## src/rtl/decode_pkg.sv

```systemverilog
// Opcode/funct constants, ALU/branch op encodings and shared types for the decode stage.
// Latency/backpressure: n/a (definitions only).
package decode_pkg;

  localparam logic [5:0] OP_RTYPE  = 6'h00;
  localparam logic [5:0] OP_REGIMM = 6'h01;
  localparam logic [5:0] OP_J      = 6'h02;
  localparam logic [5:0] OP_JAL    = 6'h03;
  localparam logic [5:0] OP_BEQ    = 6'h04;
  localparam logic [5:0] OP_BNE    = 6'h05;
  localparam logic [5:0] OP_BLEZ   = 6'h06;
  localparam logic [5:0] OP_BGTZ   = 6'h07;
  localparam logic [5:0] OP_ADDIU  = 6'h09;
  localparam logic [5:0] OP_SLTI   = 6'h0A;
  localparam logic [5:0] OP_SLTIU  = 6'h0B;
  localparam logic [5:0] OP_ANDI   = 6'h0C;
  localparam logic [5:0] OP_ORI    = 6'h0D;
  localparam logic [5:0] OP_XORI   = 6'h0E;
  localparam logic [5:0] OP_LUI    = 6'h0F;
  localparam logic [5:0] OP_LB     = 6'h20;
  localparam logic [5:0] OP_LW     = 6'h23;
  localparam logic [5:0] OP_LBU    = 6'h24;
  localparam logic [5:0] OP_SB     = 6'h28;
  localparam logic [5:0] OP_SW     = 6'h2B;

  localparam logic [5:0] FN_SLL  = 6'h00;
  localparam logic [5:0] FN_SRL  = 6'h02;
  localparam logic [5:0] FN_SRA  = 6'h03;
  localparam logic [5:0] FN_SLLV = 6'h04;
  localparam logic [5:0] FN_SRLV = 6'h06;
  localparam logic [5:0] FN_SRAV = 6'h07;
  localparam logic [5:0] FN_JR   = 6'h08;
  localparam logic [5:0] FN_JALR = 6'h09;
  localparam logic [5:0] FN_ADDU = 6'h21;
  localparam logic [5:0] FN_SUBU = 6'h23;
  localparam logic [5:0] FN_AND  = 6'h24;
  localparam logic [5:0] FN_OR   = 6'h25;
  localparam logic [5:0] FN_XOR  = 6'h26;
  localparam logic [5:0] FN_NOR  = 6'h27;
  localparam logic [5:0] FN_SLT  = 6'h2A;
  localparam logic [5:0] FN_SLTU = 6'h2B;

  localparam logic [4:0] RT_BLTZ = 5'd0;
  localparam logic [4:0] RT_BGEZ = 5'd1;

  localparam logic [4:0] ALU_ADD  = 5'd0;
  localparam logic [4:0] ALU_SUB  = 5'd1;
  localparam logic [4:0] ALU_AND  = 5'd2;
  localparam logic [4:0] ALU_OR   = 5'd3;
  localparam logic [4:0] ALU_XOR  = 5'd4;
  localparam logic [4:0] ALU_NOR  = 5'd5;
  localparam logic [4:0] ALU_SLT  = 5'd6;
  localparam logic [4:0] ALU_SLTU = 5'd7;
  localparam logic [4:0] ALU_SLL  = 5'd8;
  localparam logic [4:0] ALU_SRL  = 5'd9;
  localparam logic [4:0] ALU_SRA  = 5'd10;
  localparam logic [4:0] ALU_LUI  = 5'd11;
  localparam logic [4:0] ALU_LINK = 5'd12;

  localparam logic [3:0] BR_NONE = 4'd0;
  localparam logic [3:0] BR_BEQ  = 4'd1;
  localparam logic [3:0] BR_BNE  = 4'd2;
  localparam logic [3:0] BR_BLEZ = 4'd3;
  localparam logic [3:0] BR_BGTZ = 4'd4;
  localparam logic [3:0] BR_BLTZ = 4'd5;
  localparam logic [3:0] BR_BGEZ = 4'd6;
  localparam logic [3:0] BR_J    = 4'd7;
  localparam logic [3:0] BR_JR   = 4'd8;

  typedef struct packed {
    logic       reg_we;
    logic       dmem_we;
    logic       s_wrd;
    logic       s_a0;
    logic       s_a;
    logic       s_b;
    logic       s_byte;
    logic       s_imme;
    logic       sign;
    logic       s_load;
    logic [4:0] alu_op;
    logic [3:0] br_op;
  } ctrl_t;

  typedef struct packed {
    logic [4:0] wa;
    logic       we;
    logic       ld;
  } hz_rec_t;

  // r0 is hardwired, so a pending write to it must never be forwarded.
  function automatic logic rec_match(hz_rec_t r, logic [4:0] ra);
    return r.we && (r.wa == ra) && (ra != 5'd0);
  endfunction

endpackage

```

## src/rtl/decode_table.sv

```systemverilog
// Opcode/funct/rt to control-word lookup; unknown encodings yield an all-zero bubble.
// Latency: combinational. Backpressure: none.
module decode_table
  import decode_pkg::*;
(
  input  logic [5:0] op,
  input  logic [5:0] funct,
  input  logic [4:0] rt,
  output ctrl_t      ctrl
);

  always_comb begin
    ctrl = '0;
    unique case (op)
      OP_RTYPE: begin
        ctrl.reg_we = 1'b1;
        case (funct)
          FN_ADDU: ctrl.alu_op = ALU_ADD;
          FN_SUBU: ctrl.alu_op = ALU_SUB;
          FN_AND:  ctrl.alu_op = ALU_AND;
          FN_OR:   ctrl.alu_op = ALU_OR;
          FN_XOR:  ctrl.alu_op = ALU_XOR;
          FN_NOR:  ctrl.alu_op = ALU_NOR;
          FN_SLT:  ctrl.alu_op = ALU_SLT;
          FN_SLTU: ctrl.alu_op = ALU_SLTU;
          FN_SLL: begin ctrl.alu_op = ALU_SLL; ctrl.s_imme = 1'b1; ctrl.s_a0 = 1'b1; end
          FN_SRL: begin ctrl.alu_op = ALU_SRL; ctrl.s_imme = 1'b1; ctrl.s_a0 = 1'b1; end
          FN_SRA: begin ctrl.alu_op = ALU_SRA; ctrl.s_imme = 1'b1; ctrl.s_a0 = 1'b1; end
          FN_SLLV: ctrl.alu_op = ALU_SLL;
          FN_SRLV: ctrl.alu_op = ALU_SRL;
          FN_SRAV: ctrl.alu_op = ALU_SRA;
          FN_JR: begin ctrl.reg_we = 1'b0; ctrl.br_op = BR_JR; end
          FN_JALR: begin ctrl.br_op = BR_JR; ctrl.s_a = 1'b1; ctrl.alu_op = ALU_LINK; end
          default: ctrl = '0;
        endcase
      end
      OP_REGIMM: begin
        ctrl.sign = 1'b1;
        case (rt)
          RT_BLTZ: ctrl.br_op = BR_BLTZ;
          RT_BGEZ: ctrl.br_op = BR_BGEZ;
          default: ctrl = '0;
        endcase
      end
      OP_J:    ctrl.br_op = BR_J;
      OP_JAL:  begin ctrl.br_op = BR_J; ctrl.reg_we = 1'b1; ctrl.s_a = 1'b1; ctrl.alu_op = ALU_LINK; end
      OP_BEQ:  begin ctrl.br_op = BR_BEQ;  ctrl.sign = 1'b1; end
      OP_BNE:  begin ctrl.br_op = BR_BNE;  ctrl.sign = 1'b1; end
      OP_BLEZ: begin ctrl.br_op = BR_BLEZ; ctrl.sign = 1'b1; end
      OP_BGTZ: begin ctrl.br_op = BR_BGTZ; ctrl.sign = 1'b1; end
      OP_ADDIU: begin ctrl.reg_we = 1'b1; ctrl.s_b = 1'b1; ctrl.sign = 1'b1; ctrl.alu_op = ALU_ADD;  end
      OP_SLTI:  begin ctrl.reg_we = 1'b1; ctrl.s_b = 1'b1; ctrl.sign = 1'b1; ctrl.alu_op = ALU_SLT;  end
      OP_SLTIU: begin ctrl.reg_we = 1'b1; ctrl.s_b = 1'b1; ctrl.sign = 1'b1; ctrl.alu_op = ALU_SLTU; end
      OP_ANDI:  begin ctrl.reg_we = 1'b1; ctrl.s_b = 1'b1; ctrl.alu_op = ALU_AND; end
      OP_ORI:   begin ctrl.reg_we = 1'b1; ctrl.s_b = 1'b1; ctrl.alu_op = ALU_OR;  end
      OP_XORI:  begin ctrl.reg_we = 1'b1; ctrl.s_b = 1'b1; ctrl.alu_op = ALU_XOR; end
      OP_LUI:   begin ctrl.reg_we = 1'b1; ctrl.s_b = 1'b1; ctrl.alu_op = ALU_LUI; end
      OP_LW, OP_LB, OP_LBU: begin
        ctrl.reg_we = 1'b1;
        ctrl.s_b    = 1'b1;
        ctrl.sign   = 1'b1;
        ctrl.s_wrd  = 1'b1;
        ctrl.s_load = 1'b1;
        ctrl.s_byte = (op != OP_LW);
      end
      OP_SW, OP_SB: begin
        ctrl.dmem_we = 1'b1;
        ctrl.s_b     = 1'b1;
        ctrl.sign    = 1'b1;
        ctrl.s_byte  = (op == OP_SB);
      end
      default: ctrl = '0;
    endcase
  end

endmodule

```

## src/rtl/decode_ctrl_hazard.sv

```systemverilog
// Decode stage: controls, immediate, destination, E/M/W forwarding and load-use stall.
// Latency: combinational outputs; hazard records advance each clk. Backpressure: pause holds fetch/decode one cycle.
module decode_ctrl_hazard
  import decode_pkg::*;
(
  input  logic        clk,
  input  logic        rst,
  input  logic [31:0] inst,
  input  logic [31:0] rd1,
  input  logic [31:0] rd2,
  input  logic [31:0] aluOutE,
  input  logic [31:0] dMemRDataM,
  input  logic [31:0] rstW,
  output logic        regWe,
  output logic        dMemWe,
  output logic        sWRD,
  output logic        sA0,
  output logic        sA,
  output logic        sB,
  output logic        sByte,
  output logic [4:0]  aluOP,
  output logic [3:0]  brOP,
  output logic [4:0]  WRA,
  output logic [31:0] num,
  output logic [31:0] fwd1,
  output logic [31:0] fwd2,
  output logic        pause
);

  ctrl_t      ctrl;
  hz_rec_t    rec_e, rec_m, rec_w;
  logic [4:0] rs, rt;
  logic [15:0] imm_src;

  assign rs = inst[25:21];
  assign rt = inst[20:16];

  decode_table u_table (
    .op    (inst[31:26]),
    .funct (inst[5:0]),
    .rt    (rt),
    .ctrl  (ctrl)
  );

  assign regWe  = ctrl.reg_we;
  assign dMemWe = ctrl.dmem_we;
  assign sWRD   = ctrl.s_wrd;
  assign sA0    = ctrl.s_a0;
  assign sA     = ctrl.s_a;
  assign sB     = ctrl.s_b;
  assign sByte  = ctrl.s_byte;
  assign aluOP  = ctrl.alu_op;
  assign brOP   = ctrl.br_op;

  assign imm_src = ctrl.s_imme ? {11'b0, inst[10:6]} : inst[15:0];
  assign num     = ctrl.sign ? {{16{imm_src[15]}}, imm_src} : {16'b0, imm_src};

  always_comb begin
    WRA = rt;
    if (inst[31:26] == OP_JAL)        WRA = 5'd31;
    else if (inst[31:26] == OP_RTYPE) WRA = inst[15:11];
  end

  // Operand use is not checked: a false stall costs a cycle, a missed one corrupts data.
  assign pause = rec_e.ld && (rec_match(rec_e, rs) || rec_match(rec_e, rt));

  always_comb begin
    fwd1 = rd1;
    if (!pause) begin
      if (rec_match(rec_e, rs))      fwd1 = aluOutE;
      else if (rec_match(rec_m, rs)) fwd1 = dMemRDataM;
      else if (rec_match(rec_w, rs)) fwd1 = rstW;
    end
  end

  always_comb begin
    fwd2 = rd2;
    if (!pause) begin
      if (rec_match(rec_e, rt))      fwd2 = aluOutE;
      else if (rec_match(rec_m, rt)) fwd2 = dMemRDataM;
      else if (rec_match(rec_w, rt)) fwd2 = rstW;
    end
  end

  always_ff @(posedge clk) begin
    if (rst) begin
      rec_e <= '0;
      rec_m <= '0;
      rec_w <= '0;
    end else begin
      rec_w <= rec_m;
      rec_m <= rec_e;
      rec_e <= pause ? hz_rec_t'('0) : hz_rec_t'{wa: WRA, we: ctrl.reg_we, ld: ctrl.s_load};
    end
  end

endmodule

```

## config.mk

```make
export PLATFORM = sky130hd
export DESIGN_NAME = decode_ctrl_hazard
export DESIGN_NICKNAME = d
export VERILOG_FILES = /design/src/rtl/decode_pkg.sv /design/src/rtl/decode_table.sv /design/src/rtl/decode_ctrl_hazard.sv
export SDC_FILE = /design/constraint.sdc
export NUM_CORES = 1
export LEC_CHECK = 0
export ABC_AREA = 1
export CORE_MARGIN = 3
export CORE_UTILIZATION = 30
export CTS_BUF_LIST = sky130_fd_sc_hd__clkbuf_4 sky130_fd_sc_hd__clkbuf_8 sky130_fd_sc_hd__clkbuf_16
export DETAILED_ROUTE_END_ITERATION = 10
export SLEW_MARGIN = 10
export SYNTH_ARGS = -nofsm -noshare
export SYNTH_HDL_FRONTEND = slang
export SYNTH_SLANG_ARGS = --single-unit
```

## constraint.sdc

```tcl
create_clock -name clk -period 1.85 [get_ports clk]
set_input_delay 0.185 -clock clk [delete_from_list [all_inputs] [get_ports clk]]
set_output_delay 0.185 -clock clk [all_outputs]
set_load 0.02 [all_outputs]
```

==> results.py <==
metrics = {
    "timing": {
        "whs_ns": 0.451,
        "setup_viol": 65,
        "slew_viol_final": 0,
        "hold_violations": 0,
        "clock_skew_ns": 0.000456,
        "worst_slack_ns": -0.313,
        "fmax_ghz": 0.462,
        "rsz0062_at_grt": "yes",
        "min_period_over_period": 1.17,
        "period_minus_slack_ns": 2.16,
    },
    "setup_path": {
        "critical_path_class": "register to primary output",
        "critPathTopFamily": "simple AND/OR/NAND/NOR gates",
        "cp.arrival_ns": 1.98,
        "cp_slowest_cell": "dfxtp_4",
        "crit_path_start_kind": "register",
        "r2r_setup_slack_ns": 0.22,
        "worst_ep_required_time_ns": 1.66,
        "cp_max_fo": 6,
        "reg2reg_to": "rec_e[5]",
        "cpPeakStageDelay_ns": 0.36,
        "reg2reg_from": "rec_e[5]",
        "cp_num_buf_inv": 5,
        "cp-end-kind": "primary output",
        "timing.critical_path.mode_cell": "nand2_1",
        "crit_chain": "buf_6, nand2_2, nand2_1, nand2_1, nor2_2, nand2_2, nand2_4, nand2_8, clkinv_8, buf_12, buf_16, nor2_2, nand2_1, nand2_1, buf_6",
        "rr_worst_depth": 11,
    },
    "placement": {
        "port_buffers": 310,
        "place_hpwl_mm": 22.0,
        "placed_cell_area_sq_um": 9870,
        "place_congestion": 1.00,
    },
    "grt": {
        "grt_pass1_vias": 8565,
        "grt_usage": 0.269,
        "antenna_found_initial": 2,
        "grt_pass1_wl_mm": 44.6,
        "grt_max_degree": 33,
        "grt_remaining_overflow": 0,
    },
    "synth": {
        "ys_seq_area_frac": 0.0669,
        "synth.cell_area_sq_um": 5680,
        "async_reset_ff_frac": 0,
        "yosys_warnings": 0,
        "synth_edf_count": 0,
        "ys_seq_elements": 19,
        "syn_avg_cell_area_sq_um": 4.48,
        "synthCells": 1267,
        "synth-main-ff-cell": "dfxtp_1",
        "synth_nets": 1461,
        "ys_types": 27,
    },
    "detailed_routing": {
        "drc": 0,
        "drt-total-wl_mm": 31.7,
        "drtPass1Iterations": 5,
        "drtIter0Drc": 585,
        "detail-route-antenna-nets": 0,
        "wl_per_cell_microns": 16.6,
        "vias": 9317,
        "via_per_inst": 4.88,
    },
    "power": {
        "switching_power_uw": 1050,
        "seq_power_share": 0.166,
        "p_sw_frac": 0.392,
        "p_comb_frac": 0.663,
        "vdd_drop_max_mv": 0.258,
        "clkPwrFrac": 0.171,
        "p_int_uw": 1620,
        "power.density_nw_per_um2": 231,
        "p_leak_uw": 0.00636,
    },
    "run_status": {
        "status": "complete, but fails checks",
        "violations": "setup timing",
    },
    "clock_network": {
        "cts_max_path_buffers": 2,
        "cts_hold_buf": 0,
        "numCtsBuffers": 3,
        "clock-root-buffer": "clkbuf_16",
        "clk_latency_ns": 0.25,
        "clock_sinks": 19,
        "cts_tree": "yes",
        "htree_levels": 1,
        "cts.clk_slew.worst_paths_ns": 0.06,
    },
    "floorplanning": {
        "die_h_microns": 144,
        "coreArea_sq_um": 18300,
        "start_util": 0.311,
        "pin_count": 312,
        "dieArea_sq_um": 20600,
        "rows": 49,
        "die-width_microns": 144,
    },
    "hold_path": {
        "hold_start": "inst[19]",
        "hold_path_depth": 4,
        "min_path_type": "input pin to register",
        "hold_end": "rec_e[5]",
    },
    "final_layout": {
        "fin_area_sq_um": 11600,
        "drive_gt1_frac": 0.300,
        "area_growth_pct": 104,
        "final_common_cell": "nand2_1",
        "nets": 1874,
        "final_cell_mix": "394 x nand2_1, 199 x inv_1, 187 x nand3_1, 172 x clkdlybuf4s50_1, 146 x nor2_1",
    },
    "flow_run": {
        "maxCapViolCount": 0,
    },
}
## per-stage QoR
| step | TNS (ns) | power [uW] | worst slack, ns | utilization | std cells |
|---|---|---|---|---|---|
| 2_1_floorplan | 0 | 1080 | 0.0302 | - | 1267 |
| 3_3_place_gp | -88.92 | 2060 | -0.945 | 0.540 | 1853 |
| 3_5_place_dp | -88.42 | 2060 | -0.956 | 0.540 | 1853 |
| 4_1_cts | -24.38 | 2570 | -0.322 | 0.584 | 1886 |
| 5_1_grt | -21.82 | 2830 | -0.402 | 0.634 | 1908 |
| 6_report | -15.05 | 2670 | -0.313 | 0.634 | 1909 |
## worst min-delay path, stage by stage
cell and delay, ns:
clkbuf_2 0.13, buf_4 0.15, nand2_1 0.09, a31oi_1 0.09
## routing by layer
layer,global-route usage,vias to the layer above,share of wire
met4,0.0654,4,0.030
met2,0.488,432,0.49
met3,0.0556,74,0.095
li1,-,4657,-
met1,0.323,4150,0.39
met5,0,-,0.0011
## power by group through the flow
| stage | registers (uW) | logic [uW] | clock network, uW |
|---|---|---|---|
| floorplan | 445 | 631 | 0 |
| global placement | 451 | 1610 | 0 |
| detailed placement | 450 | 1610 | 0 |
| CTS | 444 | 1670 | 458 |
| global route | 446 | 1900 | 482 |
| finish | 443 | 1770 | 456 |
## cell families (layout without fill, tap and decap cells)
kind of cell / count (synthesis) / after routing / synth area share
XOR/XNOR: 5 / 5 / 0.00771
AND/OR/NAND/NOR: 897 / 897 / 0.652
buffers and inverters: 309 / 721 / 0.235
flip-flops: 19 / 19 / 0.0669
other: 1 / 2 / 0.000660
AO/OA/AOI/OAI: 36 / 36 / 0.0377
## worst max path at each step
stage	startpoint	endpoint	slack (ns)	cells after the start
floorplan	inst[31]	num[17]	0.03	9
global placement	inst[25]	fwd1[3]	-0.94	14
detailed placement	inst[19]	fwd1[6]	-0.96	16
CTS	rec_w[4]	fwd2[8]	-0.32	13
global route	rec_e[5]	fwd1[14]	-0.40	16
finish	rec_e[5]	fwd1[14]	-0.31	15
## repair_timing
item | CTS | global route
setup buffers | 16 | 11
setup endpoints to repair | 116 | 116
gates cloned | 13 | 12
resized for setup | 652 | 222
pin swaps | 78 | 84
hold endpoints to repair | 0 | 0
## synthesized netlist by cell type, types with 8 or more instances
cell type,instances,share of area
nand2_1,482,0.32
nand3_1,218,0.19
inv_1,212,0.14
nor2_1,171,0.11
buf_2,54,0.048
dfxtp_1,19,0.067
buf_4,17,0.022
a21oi_1,13,0.011
inv_2,12,0.0079
nor2_2,10,0.011
nand4_1,8,0.0088
o21ai_0,8,0.0070
## registers in the layout (all words and copies together), names as in the netlist
name and cells:
rec_e 7, rec_w 6, rec_m 6
## area by class of cell
type | instances | area (sq um)
fillers | 1798 | 6680
repair buffers | 491 | 5250
multi-input cells | 939 | 4690
inverters | 224 | 860
flip-flops and latches | 19 | 405
well taps | 229 | 287
clock buffers | 3 | 75.1
repair inverters | 2 | 18.8
clock inverters | 1 | 5.00
diodes | 1 | 2.50
(Power assumes the default switching activity.)
